==> src/rtl/neopixel_top.sv <==
// WS2812 strip driver: frame timer, animated GRB pattern, NRZ serialiser, heartbeat.
// Ports: clock_125m/resetn (async low), neopixel_drive (serial data), leds (heartbeat).
module neopixel_top #(
   parameter int C_SIM_MODE     = 0,
   parameter int C_CONTROL_RATE = 60,
   parameter int C_PIXEL_COUNT  = 16
) (
   input  logic clock_125m,
   input  logic resetn,
   output logic neopixel_drive,
   output logic leds
);
   localparam int P       = 125_000_000 / C_CONTROL_RATE;
   localparam int TW      = (P > 1) ? $clog2(P) : 1;
   localparam int LAT     = (C_SIM_MODE != 0) ? 625 : 6250;
   localparam int HB_HALF = C_CONTROL_RATE / 2;
   localparam int HB_DIV  = (C_SIM_MODE != 0) ? 1 :
                            ((HB_HALF < 1) ? 1 : HB_HALF);
   localparam int HW      = (HB_DIV > 1) ? $clog2(HB_DIV) : 1;

   localparam logic [TW-1:0] P_LAST   = TW'(P - 1);
   localparam logic [12:0]   LAT_LAST = 13'(LAT - 1);
   localparam logic [8:0]    PIX_LAST = 9'(C_PIXEL_COUNT - 1);
   localparam logic [HW-1:0] HB_LAST  = HW'(HB_DIV - 1);

   localparam logic [1:0] ST_IDLE  = 2'd0;
   localparam logic [1:0] ST_HIGH  = 2'd1;
   localparam logic [1:0] ST_LOW   = 2'd2;
   localparam logic [1:0] ST_LATCH = 2'd3;

   logic [TW-1:0] timer_q, timer_d;
   logic [1:0]    state_q, state_d;
   logic [12:0]   cnt_q, cnt_d;
   logic [4:0]    bit_q, bit_d;
   logic [8:0]    pix_q, pix_d;
   logic [7:0]    fc_q, fc_d;
   logic [HW-1:0] hb_q, hb_d;
   logic          leds_q, leds_d;
   logic          drive_q, drive_d;

   logic          tick;
   logic          frame_end;
   logic [7:0]    pix_c;
   logic [7:0]    cur_byte;
   logic          cur_bit;
   logic [12:0]   hi_last;
   logic [12:0]   lo_last;
   logic          last_bit;

   always_comb begin
      tick    = (timer_q == P_LAST);
      timer_d = tick ? '0 : timer_q + TW'(1);

      // Only the low 4 pixel bits matter: 16*i wraps mod 256.
      pix_c = fc_q + {pix_q[3:0], 4'b0000};
      case (bit_q[4:3])
         2'd0:    cur_byte = pix_c;
         2'd1:    cur_byte = ~pix_c;
         default: cur_byte = 8'h00;
      endcase
      cur_bit  = cur_byte[3'd7 - bit_q[2:0]];
      hi_last  = cur_bit ? 13'd99 : 13'd49;
      lo_last  = cur_bit ? 13'd55 : 13'd105;
      last_bit = (bit_q == 5'd23) && (pix_q == PIX_LAST);

      state_d   = state_q;
      cnt_d     = cnt_q;
      bit_d     = bit_q;
      pix_d     = pix_q;
      fc_d      = fc_q;
      frame_end = 1'b0;

      case (state_q)
         ST_IDLE: begin
            // Ticks outside IDLE are simply ignored.
            if (tick) begin
               state_d = ST_HIGH;
               cnt_d   = '0;
               bit_d   = '0;
               pix_d   = '0;
            end
         end
         ST_HIGH: begin
            if (cnt_q == hi_last) begin
               state_d = ST_LOW;
               cnt_d   = '0;
            end else begin
               cnt_d = cnt_q + 13'd1;
            end
         end
         ST_LOW: begin
            if (cnt_q == lo_last) begin
               cnt_d = '0;
               if (last_bit) begin
                  state_d = ST_LATCH;
               end else begin
                  state_d = ST_HIGH;
                  if (bit_q == 5'd23) begin
                     bit_d = '0;
                     pix_d = pix_q + 9'd1;
                  end else begin
                     bit_d = bit_q + 5'd1;
                  end
               end
            end else begin
               cnt_d = cnt_q + 13'd1;
            end
         end
         default: begin
            if (cnt_q == LAT_LAST) begin
               state_d   = ST_IDLE;
               cnt_d     = '0;
               fc_d      = fc_q + 8'd1;
               frame_end = 1'b1;
            end else begin
               cnt_d = cnt_q + 13'd1;
            end
         end
      endcase

      hb_d   = hb_q;
      leds_d = leds_q;
      if (frame_end) begin
         if (hb_q == HB_LAST) begin
            hb_d   = '0;
            leds_d = ~leds_q;
         end else begin
            hb_d = hb_q + HW'(1);
         end
      end

      // Registered from next state so the pin is a single clean flop.
      drive_d = (state_d == ST_HIGH);
   end

   always_ff @(posedge clock_125m or negedge resetn) begin
      if (!resetn) begin
         timer_q <= '0;
         state_q <= ST_IDLE;
         cnt_q   <= '0;
         bit_q   <= '0;
         pix_q   <= '0;
         fc_q    <= '0;
         hb_q    <= '0;
         leds_q  <= 1'b0;
         drive_q <= 1'b0;
      end else begin
         timer_q <= timer_d;
         state_q <= state_d;
         cnt_q   <= cnt_d;
         bit_q   <= bit_d;
         pix_q   <= pix_d;
         fc_q    <= fc_d;
         hb_q    <= hb_d;
         leds_q  <= leds_d;
         drive_q <= drive_d;
      end
   end

   assign neopixel_drive = drive_q;
   assign leds           = leds_q;

endmodule

==> config.mk <==
export PLATFORM = sky130hd
export DESIGN_NAME = neopixel_top
export DESIGN_NICKNAME = d
export VERILOG_FILES = /design/src/rtl/neopixel_top.sv
export SDC_FILE = /design/constraint.sdc
export NUM_CORES = 1
export LEC_CHECK = 0
export ABC_AREA = 1
export CELL_PAD_IN_SITES_DETAIL_PLACEMENT = 0
export CELL_PAD_IN_SITES_GLOBAL_PLACEMENT = 2
export CORE_MARGIN = 2
export CORE_UTILIZATION = 41
export DETAILED_ROUTE_END_ITERATION = 12
export PLACE_DENSITY = 0.92
export SLEW_MARGIN = 15
export SYNTH_ARGS = -nofsm -noshare
export SYNTH_HDL_FRONTEND = slang
export SYNTH_SLANG_ARGS = --single-unit
export TNS_END_PERCENT = 10
==> constraint.sdc <==
create_clock -name clock_125m -period 4.39 [get_ports clock_125m]
set_input_delay 1.317 -clock clock_125m [delete_from_list [all_inputs] [get_ports clock_125m]]
set_output_delay 1.317 -clock clock_125m [all_outputs]
set_load 0.02 [all_outputs]
==> results.py <==
metrics = {
    "drt": {
        "vias": 3520,
        "routed_wl_mm": 9.38,
        "viasPerCell": 5.08,
        "wl_per_cell_um": 13.5,
        "drc": 0,
        "drt-initial-drc-count": 144,
        "ant_nets": 0,
        "dr.pass1.iters": 5,
    },
    "layout": {
        "area_growth_pct": 8.20,
        "final_util_pct": 45.2,
        "fin_cells": 693,
        "final_layout_size_suffix_gt1_share_pct": 13.6,
        "nets": 569,
        "n_antenna_cell": 0,
        "fillers": 1043,
    },
    "logic_synthesis": {
        "synthCells": 546,
        "yosys_warnings": 0,
        "synth_top_family_by_area": "simple AND/OR/NAND/NOR gates",
        "synth_common_cells": "nand2_1 (99), inv_1 (81), dfrtp_1 (65)",
        "synthesis.area_um2": 4270,
        "synth.area.mux_share_pct": 0,
        "yosysMostFrequentCell": "nand2_1",
        "synth_ff_type": "dfrtp_1",
        "ys_seq_elements": 65,
        "seq_area_frac_synth_pct": 38.1,
        "synth.distinct_cells": 43,
        "syn_nets": 561,
        "synth.avg_cell_area_um2": 7.82,
        "synth_largest_area_cell": "dfrtp_1",
        "yosys.area_share.simple_pct": 35.3,
        "yosys.area_share.xor_xnor_pct": 5.74,
        "yosys.area.top_type_share_pct": 38.1,
        "synth_area_leaders": "dfrtp_1 (38%), nand2_1 (8.7%), inv_1 (7.1%)",
        "synth-async-reset-ratio_pct": 100,
        "synth_compound_area_share_pct": 8.17,
        "synthAdderAreaFrac_pct": 3.98,
        "synth-edff-count": 0,
    },
    "global_routing": {
        "grt_usage_pct": 19.1,
        "met1_usage_pct": 25.9,
        "grt-busiest-layer": "met2",
        "grt-ovfl-total": 0,
        "use_met3_pct": 3.86,
        "grt_max_degree": 66,
        "grt_pass1_vias": 3696,
        "grt_pass1_wl_mm": 17.2,
        "use_met2_pct": 29.7,
        "antenna_found_initial": 0,
    },
    "cts": {
        "cts_made_buffers": 9,
        "root_buffer": "clkbuf_8",
        "ctsLongestPathBuffers": 2,
        "cts.repair.resized": 0,
        "clk_pin_slew_ns": 0.07,
        "htree_levels": 3,
        "cts_sinks": 65,
        "insertion_delay_ns": 0.35,
        "hold_buffers": 0,
        "post_cts_buffers": 0,
        "tritoncts": "done",
    },
    "outcome": {
        "outcome": "completed",
    },
    "placement": {
        "place_inst": 679,
        "pre_cts_slack_ns": 1.75,
        "hpwl_mm": 6.84,
        "portBuffers": 3,
        "routabilityCongestion": 0.813,
    },
    "timing": {
        "min_period_ns": 2.63,
        "setup_ws_ns": 1.76,
        "relSlewSlack_pct": 42.3,
        "hold_violations": 0,
        "finClkSkew_ns": 0.00896,
        "fin_crit_sh_pct": 59.9,
        "maxSlewViolCount": 0,
        "finalSetupViolCount": 0,
        "hold_ws_ns": 0.463,
        "fmax_ghz": 0.380,
        "setup_tns_ns": 0,
        "rsz0062_at_grt": "no",
        "tightest_slew_ns": 0.866,
    },
    "floorplanning": {
        "core_um2": 10200,
        "chipWidth_um": 106,
        "ioPinCount": 4,
        "num_rows": 37,
        "fp.dieArea_um2": 11300,
        "die_y_um": 106,
        "start_util_pct": 41.8,
    },
    "pwr": {
        "irDropWorstVdd_mv": 0.131,
        "power_density_nw_per_um2": 241,
        "leakage_nw": 2.16,
    },
    "worst_setup_path": {
        "critPathKind": "reg -> reg",
        "crit_arrival_ns": 2.87,
        "cp_data_required_time_ns": 4.63,
        "end_kind": "flop",
        "path_max_fanout": 10,
        "reg2reg_depth": 16,
        "cp-start-kind": "flop",
    },
    "hold_path": {
        "min_path_type": "reg -> reg",
        "hold_depth": 1,
    },
    "job": {
        "timing.max_cap.violations": 0,
    },
}
[kinds of logic after synthesis]
family | count (synthesis)
compound gates | 59
simple gates | 285
fa+ha+maj | 13
flops | 65
buf+inv | 96
xor+xnor | 28
[layout by cell type, fill, tap and decap left out, types with 2 or more instances in the layout]
master / n
a21oi_1: 22
a31o_2: 2
clkbuf_8: 10
clkdlybuf4s50_1: 2
clkinv_2: 3
dfrtp_1: 65
ha_1: 12
inv_1: 81
inv_2: 6
inv_4: 2
nand2_1: 99
nand2_2: 9
nand2_4: 5
nand3_1: 34
nand3_2: 4
nand4_1: 25
nand4_2: 3
nor2_1: 47
nor2_2: 9
nor2_4: 5
nor3_1: 17
nor3b_1: 4
nor4_1: 13
o21ai_0: 14
o21ai_1: 11
o21ai_2: 5
or2_2: 3
xnor2_1: 7
xor2_1: 21
[power breakdown]
part / leakage [nW] / total (mW) / internal [mW] / switching (mW)
registers: 0.894 / 0.599 / 0.599 / 0
logic: 1.17 / 0.0126 / 0.000880 / 0.0117
clock network: 0.0978 / 0.500 / 0.268 / 0.232
[state kept, by name, summed over array words and instances, names as in the netlist]
register	cells
neopixel_drive	1
timer_q	21
hb_q	5
cnt_q	13
pix_q	9
state_q	2
leds	1
fc_q	8
bit_q	5
[path summary, 6_finish.rpt]
| path | from | slack (ns) | to |
|---|---|---|---|
| min | timer_q[20]$_DFF_PN0_ | 0.46 | timer_q[20]$_DFF_PN0_ |
| min in group asynchronous | resetn | 1.14 | fc_q[0]$_DFFE_PN0P_ |
| min reg2reg | timer_q[20]$_DFF_PN0_ | 0.46 | timer_q[20]$_DFF_PN0_ |
| max in group asynchronous | resetn | 2.65 | timer_q[7]$_DFF_PN0_ |
| max reg2reg | pix_q[0]$_DFFE_PN0P_ | 1.76 | bit_q[1]$_DFFE_PN0P_ |
| max | pix_q[0]$_DFFE_PN0P_ | 1.76 | bit_q[1]$_DFFE_PN0P_ |
[routing by layer]
layer | routed length [µm] | part of all wire [%]
met1 | 4680 | 50
met2 | 4320 | 46
met5 | 0 | 0
met3 | 231 | 2.5
met4 | 157 | 1.7
[critical path, cell delays in order (launching register included)]
cell	delay (ns)
dfrtp_1	0.41
ha_1	0.23
fa_1	0.45
a21oi_1	0.16
o21ai_1	0.08
nand3_1	0.07
nand2_1	0.06
inv_2	0.07
nand2_4	0.08
nand3_1	0.07
nand2_1	0.06
nor2_2	0.17
nand4_2	0.17
nand2_4	0.19
nand2_8	0.10
nand2_1	0.09
o21ai_2	0.05
[cell type report]
class	count	area, µm²	area share [%]
Tap cell	136	170	3.68
Multi-Input combinational cell	385	2270	49.1
Clock buffer	10	138	2.98
Inverter	89	339	7.34
Clock inverter	4	45.0	0.975
Timing Repair Buffer	4	32.5	0.704
Sequential cell	65	1630	35.2
[through the flow]
stage / cell area (µm²) / power (mW)
CTS: 4620 / 1.13
global placement: 4440 / 0.624
detailed placement: 4440 / 0.624
floorplan: 4270 / 0.610
finish: 4620 / 1.11
global route: 4620 / 1.15
No activity file was read; power rests on OpenSTA's default activity.
